[config.mk]
export PLATFORM = sky130hd
export DESIGN_NAME = seg7_scan_display
export DESIGN_NICKNAME = d
export VERILOG_FILES = /design/src/rtl/seg7_pkg.sv /design/src/rtl/seg7_scan_display_hex.sv /design/src/rtl/seg7_scan_display.sv
export SDC_FILE = /design/constraint.sdc
export NUM_CORES = 1
export LEC_CHECK = 0
export ABC_CLOCK_PERIOD_IN_PS = 6700
export CORE_AREA = 2 2 91 93
export DETAILED_ROUTE_END_ITERATION = 16
export DIE_AREA = 0 0 93 95
export PLACE_DENSITY = 0.58
export SYNTH_ARGS = -nofsm -noshare
export SYNTH_HDL_FRONTEND = slang
export SYNTH_HIERARCHICAL = 1
export SYNTH_SLANG_ARGS = --single-unit
[constraint.sdc]
create_clock -name clock -period 6.7 [get_ports clock]
set_input_delay 0.67 -clock clock [delete_from_list [all_inputs] [get_ports clock]]
set_output_delay 0.67 -clock clock [all_outputs]
set_load 0.02 [all_outputs]
[src/rtl/seg7_pkg.sv]
// seg7_pkg: shared constants for the seven-segment scan display.
//   SEG_OFF  - all segments / enables dark (active-low outputs)
//   ADDR_LO  - segaddr selecting value[15:0]
//   ADDR_HI  - segaddr selecting value[31:16]
//   HEX_SEG  - active-low {dp,g,f,e,d,c,b,a} pattern per hex nibble, dp off
package seg7_pkg;
  localparam logic [7:0] SEG_OFF = 8'hFF;
  localparam logic [1:0] ADDR_LO = 2'b00;
  localparam logic [1:0] ADDR_HI = 2'b10;

  // Entry n is the pattern for nibble n (entry 0 sits in the low byte).
  localparam logic [15:0][7:0] HEX_SEG = {
    8'h8E, 8'h86, 8'hA1, 8'hC6, 8'h83, 8'h88, 8'h90, 8'h80,
    8'hF8, 8'h82, 8'h92, 8'h99, 8'hB0, 8'hA4, 8'hF9, 8'hC0
  };
endpackage

[src/rtl/seg7_scan_display_hex.sv]
// hex_to_seg7: combinational nibble to active-low segment pattern.
//   i_nib - hex digit 0..F
//   o_seg - {dp,g,f,e,d,c,b,a}, active-low, dp always off
module hex_to_seg7
  import seg7_pkg::*;
(
  input  logic [3:0] i_nib,
  output logic [7:0] o_seg
);
  assign o_seg = HEX_SEG[i_nib];
endmodule

[src/rtl/seg7_scan_display.sv]
// seg7_scan_display: memory-mapped 8-digit multiplexed seven-segment driver.
// CPU IO writes load 16-bit halves of a 32-bit value; a prescaler steps a
// digit index every SCAN_DIV clocks and the registered outputs light one
// digit at a time.
//   clock    - CPU clock
//   reset    - async reset, active-low
//   segwrite - IO write strobe
//   segcs    - display chip-select
//   segaddr  - 00 low half, 10 high half, others ignored
//   segwdata - write data
//   ena      - digit enables, active-low, bit i = digit i
//   light    - segments, active-low, [7] = dp
// Optional: define SEG7_BLANK_LEADING_ZERO_EN to blank leading-zero digits
// (digit 0 is always shown).
module seg7_scan_display
  import seg7_pkg::*;
#(
  parameter int SCAN_DIV = 20000,
  parameter int DIGITS   = 8
) (
  input  logic              clock,
  input  logic              reset,
  input  logic              segwrite,
  input  logic              segcs,
  input  logic [1:0]        segaddr,
  input  logic [15:0]       segwdata,
  output logic [DIGITS-1:0] ena,
  output logic [7:0]        light
);
  localparam int PW = $clog2(SCAN_DIV);
  localparam int IW = $clog2(DIGITS);
  localparam logic [PW-1:0] PMAX = PW'(SCAN_DIV - 1);

  logic [4*DIGITS-1:0] r_value;
  logic [PW-1:0]       r_presc;
  logic [IW-1:0]       r_idx;
  logic [DIGITS-1:0]   r_ena;
  logic [7:0]          r_light;

  logic                w_wrap;
  logic [3:0]          w_nib;
  logic [7:0]          w_seg;
  logic [DIGITS-1:0]   w_ena_sel;
  logic                w_blank;

  assign w_wrap    = (r_presc == PMAX);
  assign w_nib     = r_value[{r_idx, 2'b00} +: 4];
  assign w_ena_sel = ~(DIGITS'(1) << r_idx);

`ifdef SEG7_BLANK_LEADING_ZERO_EN
  // Blank when this nibble and every nibble above it are zero.
  assign w_blank = (r_idx != '0) && ((r_value >> {r_idx, 2'b00}) == '0);
`else
  assign w_blank = 1'b0;
`endif

  hex_to_seg7 u_hex (
    .i_nib (w_nib),
    .o_seg (w_seg)
  );

  // Value register, prescaler and digit index.
  always_ff @(posedge clock or negedge reset) begin
    if (!reset) begin
      r_value <= '0;
      r_presc <= '0;
      r_idx   <= '0;
    end else begin
      if (segcs && segwrite) begin
        if (segaddr == ADDR_LO)      r_value[15:0]  <= segwdata;
        else if (segaddr == ADDR_HI) r_value[31:16] <= segwdata;
      end
      if (w_wrap) begin
        r_presc <= '0;
        r_idx   <= r_idx + 1'b1;   // DIGITS is a power of two: wraps 7->0
      end else begin
        r_presc <= r_presc + 1'b1;
      end
    end
  end

  // Outputs lag the index/value by one edge, so a write or digit step
  // taking effect on an edge shows up on the following edge.
  always_ff @(posedge clock or negedge reset) begin
    if (!reset) begin
      r_ena   <= '1;
      r_light <= SEG_OFF;
    end else begin
      r_ena   <= w_blank ? '1      : w_ena_sel;
      r_light <= w_blank ? SEG_OFF : w_seg;
    end
  end

  assign ena   = r_ena;
  assign light = r_light;
endmodule

# After elaboration in Yosys (flattened, before gate mapping)
# Memories as Yosys holds them, arrays and structs flattened. A register that Yosys moved wholly into a read port is not among the register bits.
# Index checks and enable logic that the tools add are counted.
# W data, S select, Z words.
# word_totals
mem_bits_ro	128
out_inout_bits	16
inputBits	22
register_bits	58
wordCells	20
mem_count	1
# mem_list
name	words	word_bits	read_ports	rd_clocked_by_memory_dff	wr	line_no	source
(no name shown)	16	8	1	1	0	seg7_scan_display_hex.sv:10	assign o_seg = HEX_SEG[i_nib];
# classes
add_sub_neg	2
bitwise_logic	2
n_shift	2
reduce_logical	5
muxes	1
eq_ne	2
# ops
operator	count
$shiftx A32 B6 Y4	1
$add A15 B1 Y15 const B	1
$eq A15 B15 Y1 const B	1
$mux W15	1
$not A8 Y8	1
$shl A1 B3 Y8 const A	1
$add A3 B1 Y3 const B	1
$reduce_and A3 Y1	1
$eq A2 B2 Y1 const B	1
$logic_not A2 Y1	1
$reduce_and A2 Y1	1
$logic_and A1 B1 Y1	1
$logic_not A1 Y1	1
$not A1 Y1	1

# Depth between registers and ports, before layout
# depth
depth_word	3
depth_mapped	9
mapped_depth_nobuf	8

# Hierarchy
# The synthesis kept the hierarchy.
# by_module_without_submodules
module	instances	seq_area_each_um2	area_each_um2	cells_per_inst
seg7_scan_display	1	1671.6	2767.7	195
hex_to_seg7	1	0.0	286.5	34

# Least setup slack after synthesis
# No wires, ideal clock.
# synth_timing
path_type	reg2reg
startpoint	register r_idx[0]
endpoint	register r_light[0] (netlist: light[0])
stages_incl_launch_ff	10
arrival_ps	2244
synth_period_minus_slack_ps	2323
slack_ps	4377
required_ps	6621
setup_time_ps	79
n_path_buf	1
path_cell_list	dfrtp_1 > buf_2 > mux4_2 > nand2_1 > nand2_1 > inv_1 > ha_1 > and2b_2 > or3b_1 > o21ai_0
# synth_between
elab_chain_len	1
# synth_rtl
item	line_no	source
start, declared	seg7_scan_display.sv:36	logic [IW-1:0] r_idx;
start signal, assigned	seg7_scan_display.sv:75	r_idx <= r_idx + 1'b1;
$shiftx A32 B6 Y4	seg7_scan_display.sv:47	assign w_nib = r_value[{r_idx, 2'b00} +: 4];
net w_nib[1]	seg7_scan_display.sv:41	logic [3:0] w_nib;
end, declared	seg7_scan_display.sv:38	logic [7:0] r_light;
# The timed path passes the listed nets, and every way through them passes these cells.
# A chain may end at the register's enable or synchronous reset.

# Worst setup path in the final report
# Ends and elaborated chain as after synthesis.

==> results_dict.tcl <==
set metrics [dict create \
    clockBufferDepth 2 \
    cp_slowest_cell "dfrtp_1" \
    vias 1812 \
    grt_first_pass_wirelength_microns 8670 \
    fin_worst_skew_ns 0.0113 \
    firstDrtPassIters 4 \
    status "complete, no violations" \
    grt_max_degree 67 \
    yosysUniqueCellTypes 32 \
    worstSetupStartpointType "flop" \
    setup-tns-final_ns 0 \
    startpoint "r_idx[0]$_DFFE_PN0N_" \
    leakagePower_nw 1.59 \
    coreArea_sq_um 7930 \
    wire_per_inst_microns 13.6 \
    dieArea_sq_um 8840 \
    drc 0 \
    syn_area_sq_um 3050 \
    antenna_left 0 \
    grt_use_total_pct 12.9 \
    ctsResizeCount 0 \
    crit_required_ns 6.96 \
    endpoint_kind "flop" \
    synthCells 229 \
    ys_ff_latch 66 \
    fin_nets 305 \
    slew_viol_final 0 \
    cpPeakStageDelay_ns 0.71 \
    antenna_cells 0 \
    vias_per_cell 4.78 \
    h-tree-depth 3 \
    std_cell_rows 33 \
    rsz0062_at_grt "false" \
    die_w_microns 93 \
    final.min_clock_period_ns 2.68 \
    worstMarginPinSlew_ns 0.799 \
    drive_gt1_share_pct 29.2 \
    r2r_setup_slack_ns 4.02 \
    die_y_microns 95 \
    relSlewSlack_pct 46.8 \
    fin_crit_sh_pct 40.0 \
    cp.depth 8 \
    ys.warnings.count 6 \
    start_util_pct 38.5 \
    power_density_nw_per_um2 279 \
    overflow 0 \
    worstHoldPathType "primary input to async pin" \
    ff2ff_path_depth 8 \
    antenna_found_initial 0 \
    grt_pass1_vias 1748 \
    critical_path.top_delay_family "simple AND/OR/NAND/NOR gates" \
    cts.sinks 66 \
    hold_violations 0 \
    vdd_drop_max_mv 0.105 \
    path_cells "mux4_2 > nand2_1 > nand2_1 > inv_1 > ha_1 > and2b_2 > or3b_1 > o21ai_0" \
    synth_fp_nets 265 \
    cts_hold_buf 0 \
    wl_microns 5170 \
    worst_path_most_repeated_cell "nand2_1" \
    hold_ws_ns 0.487 \
    cts_buffers 9 \
    path_max_fanout 11 \
    cts_tree "yes" \
    max_cap_viol_count 0 \
    place_congestion 0.719 \
    setup_viol 0 \
    area_growth_pct 21.2 \
    port_buffers 37 \
    crit_end "light[0]$_DFF_PN1_" \
    synth_seq_area_share_pct 54.7 \
    fmax_ghz 0.373 \
    cp.arrival_ns 2.94 \
    synthFlopType "dfrtp_1" \
    cts_setup_buffers 0 \
    clkLatencyLatePin_ns 0.34 \
    io_pins 38 \
    reg2reg_to "light[0]$_DFF_PN1_" \
    r2r-start "r_idx[0]$_DFFE_PN0N_" \
    synth_edf_count 0 \
    drt_iter0_markers 68 \
    avgSynthCellArea_sq_um 13.3 \
    synth_async_sr_flop_share_pct 100 \
    cts-root-buf "clkbuf_8" \
    clk_pin_slew_ns 0.08 \
    cp_num_buf_inv 1 \
    hpwl_microns 3460 \
    path_class "flop to flop" \
]
synthesized netlist by cell type, drive strengths merged, types with 2 or more instances:
master	n	area, sq um
dfrtp	50	1250
mux2	34	383
nand2	25	93.8
dfstp	16	420
nor2	16	62.6
ha	14	175
mux4	9	206
buf	8	60.1
xor2	8	70.1
inv	7	26.3
nand4	6	37.5
xnor2	6	52.6
mux2i	5	50.1
and4	4	35.0
nand3	4	20.0
a22o	2	17.5
and3	2	12.5
clkbuf	2	7.51
o21ai	2	10.0
cell families after synthesis:
family	synth area share, %
flip-flops	54.7
XOR/XNOR	4.01
AND/OR/NAND/NOR	9.87
AO/OA/AOI/OAI	1.39
other	0.123
multiplexers	20.9
adder cells (fa/ha/maj)	5.74
buffers and inverters	3.20
layout make-up:
class	instances	area, sq um
clock buffers	11	151
repair buffers	39	380
clock inverters	5	52.6
multi-input cells	145	1280
inverters	8	30.0
fillers	757	4230
flip-flops and latches	66	1670
well taps	105	131
how the worst min path moves through the flow:
stage	cells after the start	end	start
after floorplan	0	r_idx[0]$_DFFE_PN0N_	reset
after global placement	1	r_presc[0]$_DFF_PN0_	r_presc[0]$_DFF_PN0_
after detailed placement	1	r_presc[0]$_DFF_PN0_	r_presc[0]$_DFF_PN0_
after CTS	1	r_presc[0]$_DFF_PN0_	r_presc[0]$_DFF_PN0_
after global routing	1	r_presc[12]$_DFF_PN0_	r_presc[12]$_DFF_PN0_
final	2	r_value[4]$_DFFE_PN0P_	reset
stage by stage:
stage | area [sq um] | setup slack [ns] | power [W] | utilization, % | cells
after floorplan | 3050 | 4.38 | 0.000629 | - | 229
after global placement | 3500 | 4.09 | 0.000700 | 44.1 | 363
after detailed placement | 3500 | 4.00 | 0.000704 | 44.1 | 363
after CTS | 3700 | 3.97 | 0.00105 | 46.7 | 379
after global routing | 3700 | 3.76 | 0.00109 | 46.7 | 379
final | 3700 | 4.02 | 0.00103 | 46.7 | 379
sequential cells by signal (all words and copies together) (netlist names):
register,cells
r_presc,15
ena,8
r_idx,3
light,8
r_value,32
placed cells by master, fill, tap and decap left out, drive strengths merged, types with 7 or more instances in the layout:
cell / n
mux2: 34
mux4: 9
clkdlybuf4s50: 36
inv: 7
nor2: 16
dfrtp: 50
clkbuf: 11
nand2: 25
ha: 14
xor2: 8
dfstp: 16
power by group:
part	internal (W)	switching, W
Clock	0.000190	0.000149
Sequential	0.000468	0.0000252
Combinational	0.000112	0.0000882
Total	0.000769	0.000263
worst reg2reg max path, stage by stage, from the launching register on:
cell	delay (ns)
dfrtp_1	0.71
mux4_2	0.58
nand2_1	0.08
nand2_1	0.16
inv_1	0.18
ha_1	0.22
and2b_2	0.23
or3b_1	0.36
o21ai_0	0.08
layer usage:
layer / global-route usage (%) / part of all wire [%] / vias up
met5: 0 / 0 / -
met1: 17.2 / 48 / 896
met2: 19.3 / 46 / 32
li1: - / - / 871
met4: 7.84 / 2.7 / 0
met3: 2.87 / 3.0 / 13
Power figures use the tool's default switching activity.
